$ cat src/rtl/fir_out_buffer.sv
// fir_out_buffer: output stage for the precomputation FIR filter.
// Takes the unsigned (4N+1)-bit filter result, scales it to OUT_W bits with
// a round-half-up right shift plus saturation, registers it, and queues it
// in a DEPTH-entry first-word-fall-through FIFO drained over valid/ready.
// Samples that arrive while the FIFO is full and not being read are dropped
// and flagged on a sticky overflow bit.
module fir_out_buffer #(
  parameter int N     = 4,
  parameter int OUT_W = 8,
  parameter int SHIFT = 4,
  parameter int DEPTH = 8
) (
  input  logic                     clk,
  input  logic                     reset,
  input  logic [4*N:0]             in_data,
  input  logic                     in_valid,
  output logic [OUT_W-1:0]         out_data,
  output logic                     out_valid,
  input  logic                     out_ready,
  output logic [$clog2(DEPTH):0]   level,
  output logic                     overflow,
  input  logic                     clr_ovf
);

  localparam int IW = 4*N + 1;
  localparam int SW = IW + 1;
  localparam int AW = $clog2(DEPTH);
  localparam int LW = AW + 1;

  // Rounding constant and saturation limit, both at the widened sum width
  // so the add can never wrap.
  localparam logic [SW-1:0] RND  = SW'(1) << (SHIFT - 1);
  localparam logic [SW-1:0] MAXQ = SW'((1 << OUT_W) - 1);

  logic [SW-1:0]    sum;
  logic [SW-1:0]    q_shift;

  logic [OUT_W-1:0] s_data_d,   s_data_q;
  logic             s_valid_d,  s_valid_q;
  logic [AW-1:0]    wr_ptr_d,   wr_ptr_q;
  logic [AW-1:0]    rd_ptr_d,   rd_ptr_q;
  logic [LW-1:0]    level_d,    level_q;
  logic             overflow_d, overflow_q;
  logic [OUT_W-1:0] out_data_d, out_data_q;

  logic [OUT_W-1:0] mem_q [DEPTH];

  logic full;
  logic do_read;
  logic do_write;
  logic drop;

  // Scaling: round half up, shift, clamp to the largest OUT_W-bit value.
  always_comb begin
    sum       = {1'b0, in_data} + RND;
    q_shift   = sum >> SHIFT;
    s_data_d  = (q_shift > MAXQ) ? {OUT_W{1'b1}} : q_shift[OUT_W-1:0];
    s_valid_d = in_valid;
  end

  // FIFO control: handshake, write/drop decision, pointer/level/flag updates
  // and the next head value.
  always_comb begin
    full       = (level_q == LW'(DEPTH));
    do_read    = (level_q != '0) && out_ready;
    // A full FIFO still accepts a write when the head pops on the same edge.
    do_write   = s_valid_q && (!full || do_read);
    drop       = s_valid_q && full && !do_read;

    wr_ptr_d   = do_write ? wr_ptr_q + AW'(1) : wr_ptr_q;
    rd_ptr_d   = do_read  ? rd_ptr_q + AW'(1) : rd_ptr_q;
    level_d    = level_q + LW'(do_write) - LW'(do_read);
    // A drop on the same edge as a clear keeps the flag set.
    overflow_d = drop | (overflow_q & ~clr_ovf);

    // out_data is kept in a register that always holds the head. When the
    // entry being written lands exactly at the new read pointer it becomes
    // the head on this edge, so it is bypassed around the memory.
    out_data_d = out_data_q;
    if (level_d != '0) begin
      if (do_write && (wr_ptr_q == rd_ptr_d)) begin
        out_data_d = s_data_q;
      end else begin
        out_data_d = mem_q[rd_ptr_d];
      end
    end
  end

  // Control state with asynchronous clear; an in-flight scaled sample is lost.
  always_ff @(posedge clk or posedge reset) begin
    if (reset) begin
      s_data_q   <= '0;
      s_valid_q  <= 1'b0;
      wr_ptr_q   <= '0;
      rd_ptr_q   <= '0;
      level_q    <= '0;
      overflow_q <= 1'b0;
      out_data_q <= '0;
    end else begin
      s_data_q   <= s_data_d;
      s_valid_q  <= s_valid_d;
      wr_ptr_q   <= wr_ptr_d;
      rd_ptr_q   <= rd_ptr_d;
      level_q    <= level_d;
      overflow_q <= overflow_d;
      out_data_q <= out_data_d;
    end
  end

  // Sample storage; contents are only meaningful between the pointers.
  always_ff @(posedge clk) begin
    if (do_write) begin
      mem_q[wr_ptr_q] <= s_data_q;
    end
  end

  assign out_data  = out_data_q;
  assign out_valid = (level_q != '0);
  assign level     = level_q;
  assign overflow  = overflow_q;

endmodule

$ cat config.mk
export PLATFORM = sky130hd
export DESIGN_NAME = fir_out_buffer
export DESIGN_NICKNAME = d
export VERILOG_FILES = /design/src/rtl/fir_out_buffer.sv
export SDC_FILE = /design/constraint.sdc
export NUM_CORES = 1
export LEC_CHECK = 0
export BUFFER_PORTS_ARGS = -buffer_cell sky130_fd_sc_hd__buf_2
export CAP_MARGIN = 5
export CORE_AREA = 2 2 111 113
export CTS_BUF_LIST = sky130_fd_sc_hd__clkbuf_8
export CTS_CLUSTER_SIZE = 14
export DETAILED_ROUTE_END_ITERATION = 10
export DIE_AREA = 0 0 113 115
export GPL_TIMING_DRIVEN = 0
export PLACE_DENSITY = 0.63
export SETUP_SLACK_MARGIN = 0.05
export SYNTH_ARGS = -nofsm -noshare
export SYNTH_HDL_FRONTEND = slang
export SYNTH_SLANG_ARGS = --single-unit
$ cat constraint.sdc
create_clock -name clk -period 4.9 [get_ports clk]
set_input_delay 1.47 -clock clk [delete_from_list [all_inputs] [get_ports clk]]
set_output_delay 1.47 -clock clk [all_outputs]
set_load 0.05 [all_outputs]
# Word level (Yosys, flattened, before mapping)
# Memories as Yosys holds them, arrays and structs flattened. A register that Yosys moved wholly into a read port is not among the register bits.
# Index checks and enable logic that the tools add are counted.
dict set report classes {
  addsub 5
  order_cmp 1
  eq_ne 1
  n_mux 4
  bitwise_logic 3
  n_reduce_logical 9
}
# op n
set op_table {}
lappend op_table {{$add A17 B4 Y18 const B} 1}
lappend op_table {{$gt A14 B8 Y1 const B} 1}
lappend op_table {{$mux W8} 1}
lappend op_table {{$reduce_bool A4 Y1} 2}
lappend op_table {{$add A3 B1 Y3 const B} 2}
lappend op_table {{$add A4 B1 Y4} 1}
lappend op_table {{$eq A4 B4 Y1 const B} 1}
lappend op_table {{$logic_and A1 B1 Y1} 4}
lappend op_table {{$sub A4 B1 Y4} 1}
lappend op_table {{$mux W3} 1}
lappend op_table {{$logic_not A1 Y1} 2}
lappend op_table {{$mux W1} 2}
lappend op_table {{$and A1 B1 Y1} 1}
lappend op_table {{$logic_or A1 B1 Y1} 1}
lappend op_table {{$not A1 Y1} 1}
lappend op_table {{$or A1 B1 Y1} 1}
dict set report totals {
  reg_bits 20
  ram_bits 64
  inputBits 22
  out_inout_bits 14
  word_cells 30
  mem_count 1
}
# memory depth width rd rd_ports_with_merged_regs wr line_no
set memory_table {}
lappend memory_table {mem_q 8 8 1 1 1 46} ;# logic [OUT_W-1:0] mem_q [DEPTH];

# Depth between registers and ports, before layout
dict set report logic_depth {
  depth_word 7
  depth_mapped 13
  depth_no_buf 12
}

# Worst setup path before layout
# Ideal clock, no wire load.
dict set report synth_timing {
  kind {input to register}
  startpoint {input port out_ready}
  endpoint {register out_data_q[7] (netlist: out_data[7]) (read register of mem_q)}
  setup_ns 0.092
  t_arrival_ns 4.012
  slack_ns 0.796
  path_stages 11
  cell_sequence {nor2b_1 > o41ai_2 > o21ai_0 > ha_1 > a21o_1 > a21oi_1 > xor2_1 > nor4_1 > buf_1 > nand2_1 > o31ai_2}
}
dict set report synth_between {
  elab_chain_len 6
}
# element line_no
set synth_rtl {}
lappend synth_rtl {{from (decl)} 19} ;# input logic out_ready,
lappend synth_rtl {{$logic_and A1 B1 Y1 (*)} 65} ;# do_read = (level_q != '0) && out_ready;
lappend synth_rtl {{$logic_or A1 B1 Y1} 67} ;# do_write = s_valid_q && (!full || do_read);
lappend synth_rtl {{$logic_and A1 B1 Y1} 67}
lappend synth_rtl {{$add A4 B1 Y4} 72} ;# level_d = level_q + LW'(do_write) - LW'(do_read);
lappend synth_rtl {{$sub A4 B1 Y4 (*)} 72}
lappend synth_rtl {{net level_d[3]} 42} ;# logic [LW-1:0] level_d, level_q;
lappend synth_rtl {{$reduce_bool A4 Y1 (*)} 80} ;# if (level_d != '0) begin
lappend synth_rtl {{to (decl)} 44} ;# logic [OUT_W-1:0] out_data_d, out_data_q;
# The timed path passes the listed nets; every way through them passes the cells marked *.
# A chain may end at the register's enable or synchronous reset.

# Final worst setup path
dict set report layout_timing {
  startpoint {input port out_ready}
  endpoint {register out_data_q[5] (netlist: out_data[5]) (read register of mem_q)}
}
# Same word-level chain as after synthesis.

==> flow_metrics.env <==
export IMPL_status="finished, violations left"
export IMPL_violations="DRC"
export IMPL_nets=424
export IMPL_cts_buffer_depth=2
export IMPL_setup_worst_path_start_class="input pin"
export IMPL_grt_overflow_total=0
export IMPL_timing_slew_headroom=0.247
export IMPL_viasPerCell=5.41
export IMPL_worst_setup_path_type="input pin to register"
export IMPL_core_area_sq_um=11800
export IMPL_drt_iter0_markers=180
export IMPL_slowest_stage="o41ai_2"
export IMPL_dp_hpwl_um=6910
export IMPL_ys_async_sr_fraction=0.304
export IMPL_cp_required_ns=5.17
export IMPL_io_buffer_count=32
export IMPL_synth_seq_cells=92
export IMPL_antenna_found_initial=0
export IMPL_max_clock_freq_ghz=0.223
export IMPL_cts_tree="done"
export IMPL_grt_pass1_vias=3002
export IMPL_hold_viol_final=0
export IMPL_drcViolationCount=2
export IMPL_synth_top_area_frac=0.418
export IMPL_area_delta_synth_final_pct=13.1
export IMPL_fp_dieH_um=115
export IMPL_place_area_sq_um=4960
export IMPL_path_max_fanout=10
export IMPL_root_buffer="clkbuf_8"
export IMPL_firstDrtPassIters=7
export IMPL_track_usage=0.163
export IMPL_cts_hold_buf=0
export IMPL_synth_top_flop_cell="edfxtp_1"
export IMPL_finalCriticalPeriod_ns=4.49
export IMPL_synth_cells=347
export IMPL_p_per_area_nw_per_um2=590
export IMPL_syn_nets=378
export IMPL_clock_latency_ns=0.36
export IMPL_critPathCaptureType="register"
export IMPL_rsz0062_at_grt="false"
export IMPL_final_layout_size_suffix_gt1_frac=0.204
export IMPL_io_pins=36
export IMPL_vias=2951
export IMPL_cts_htree_levels=3
export IMPL_die_w_um=113
export IMPL_routedWlPerCell_um=18.4
export IMPL_p_leak_nw=1.85
export IMPL_syn_area_sq_um=4600
export IMPL_start_util=0.389
export IMPL_gp_congestion=0.812
export IMPL_ir_drop_mv=0.201
export IMPL_p_total_w=0.00307
export IMPL_nFillCells=1058
export IMPL_slew_violations=0
export IMPL_synth_edf_count=64
export IMPL_antenna_diode_count=0
export IMPL_crit_chain="buf_2, nor2b_1, o41ai_2, o21ai_0, ha_1, a21o_1, a21oi_1, xor2_1, nor4_2, buf_1, nand2_1, o31ai_1"
export IMPL_path_clk_slew_ns=0.09
export IMPL_finalWirelength_um=10000
export IMPL_yosysTopAreaCell="edfxtp_1"
export IMPL_synth_distinct_cells=51
export IMPL_grt_pass1_wl_um=16200
export IMPL_grt_start_max_net_pins=29
export IMPL_yosysWarnings=0
export IMPL_cts_buffers=9
export IMPL_cts_sinks=92
export IMPL_hold_path_class="register to register"
export IMPL_finalCritPeriodShare=0.915
export IMPL_yosys_top_cells_count="64 x edfxtp_1, 61 x mux2i_1, 28 x dfrtp_1"
export IMPL_num_rows=40
export IMPL_synth_area_leaders="edfxtp_1 42%, dfrtp_1 15%, mux2i_1 13%, mux4_2 3.9%, a22oi_1 2.4%"
export IMPL_cap_violations=0
export IMPL_final_area_sq_um=5200
export IMPL_final_setup_viol_count=0
export IMPL_ant_nets=0
export IMPL_die_area_sq_um=13000
export IMPL_avgSynthCellArea_sq_um=13.2
export IMPL_seq_area_frac_synth=0.570
export IMPL_arrival_ns=4.76
export IMPL_yosysMostFrequentCell="edfxtp_1"
export IMPL_critPathMaxStageDelay_ns=0.79
export IMPL_clock_skew_ns=0.00958
export IMPL_worstMarginPinSlew_ns=1.13
area by class of cell:
| class | instances | area, sq um | area share |
|---|---|---|---|
| clock buffers | 9 | 124 | 0.0238 |
| inverters | 12 | 45.0 | 0.00866 |
| clock inverters | 7 | 91.3 | 0.0176 |
| flip-flops and latches | 92 | 2620 | 0.504 |
| well taps | 147 | 184 | 0.0354 |
| repair buffers | 35 | 180 | 0.0347 |
| multi-input cells | 227 | 1870 | 0.360 |
| plain buffers | 16 | 82.6 | 0.0159 |
power breakdown:
| part | total [W] | internal [W] | switching [W] |
|---|---|---|---|
| combinational | 0.00148 | 0.000569 | 0.000912 |
| sequential | 0.00103 | 0.000952 | 0.0000782 |
| clock | 0.000555 | 0.000287 | 0.000269 |
registers in the layout (all words and copies together), names as in the netlist:
| signal | flops |
|---|---|
| out_data | 8 |
| s_valid_q | 1 |
| rd_ptr_q | 3 |
| overflow | 1 |
| mem_q | 64 |
| level | 4 |
| s_data_q | 8 |
| wr_ptr_q | 3 |
final timing paths:
check | start | to | slack (ns) | cells after the start
max in group asynchronous | reset | s_data_q[1] | 2.84 | 2
worst max-delay path | out_ready | out_data[5] | 0.41 | 12
worst min register to register | out_data[3] | out_data[3] | 0.49 | 2
worst min-delay path | out_data[3] | out_data[3] | 0.49 | 2
worst max register to register | level[2] | out_data[5] | 0.94 | 13
min in group asynchronous | reset | level[2] | 1.39 | 2
metrics by stage:
| step | std cells | setup slack, ns | hold WS, ns | util | setup TNS, ns |
|---|---|---|---|---|---|
| 3_3_place_gp | 526 | -0.133 | 0.465 | 0.418 | -0.994 |
| 2_1_floorplan | 347 | 0.796 | 0.528 | - | 0 |
| 6_report | 545 | 0.414 | 0.487 | 0.440 | 0 |
| 3_5_place_dp | 527 | -0.230 | 0.468 | 0.420 | -1.77 |
| 5_1_grt | 545 | 0.0889 | 0.516 | 0.440 | 0 |
| 4_1_cts | 543 | 0.145 | 0.489 | 0.438 | 0 |
per-layer routing:
| layer | wire length, um | vias up | GRT usage | part of all wire |
|---|---|---|---|---|
| li1 | - | 1392 | - | - |
| met1 | 4340 | 1479 | 0.212 | 0.43 |
| met2 | 5090 | 70 | 0.282 | 0.51 |
| met3 | 386 | 10 | 0.0269 | 0.039 |
| met4 | 203 | 0 | 0.0537 | 0.020 |
| met5 | 0 | - | 0 | 0 |
kinds of logic after synthesis:
| logic type | share of synthesized area |
|---|---|
| xor+xnor | 0.0264 |
| compound gates | 0.0751 |
| flops | 0.570 |
| fa+ha+maj | 0.0261 |
| simple gates | 0.0996 |
| buf+inv | 0.0278 |
| mux | 0.174 |
worst max-delay path: cells and delay by family:
kind | cells | cell delay, ns
AND/OR/NAND/NOR | 3 | 0.92
AO/OA/AOI/OAI | 5 | 1.40
XOR/XNOR | 1 | 0.13
adder cells (fa/ha/maj) | 1 | 0.24
buffers and inverters | 2 | 0.59
placed cells by master, fill, tap and decap left out, types with 8 or more instances in the layout:
| master | n |
|---|---|
| mux4_2 | 8 |
| ha_1 | 8 |
| dfrtp_1 | 28 |
| and3_1 | 9 |
| clkbuf_8 | 9 |
| nor2_1 | 13 |
| buf_2 | 38 |
| mux2i_1 | 61 |
| edfxtp_1 | 64 |
| a22oi_1 | 15 |
| nand2_1 | 25 |
| inv_1 | 11 |
| nand3_1 | 10 |
timing repair:
item                                    4_1_cts  5_1_grt
setup buffers                                 0        0
gates resized for setup                       0        1
endpoints found under the setup margin        0        8
No activity file was read; power rests on OpenSTA's default activity.
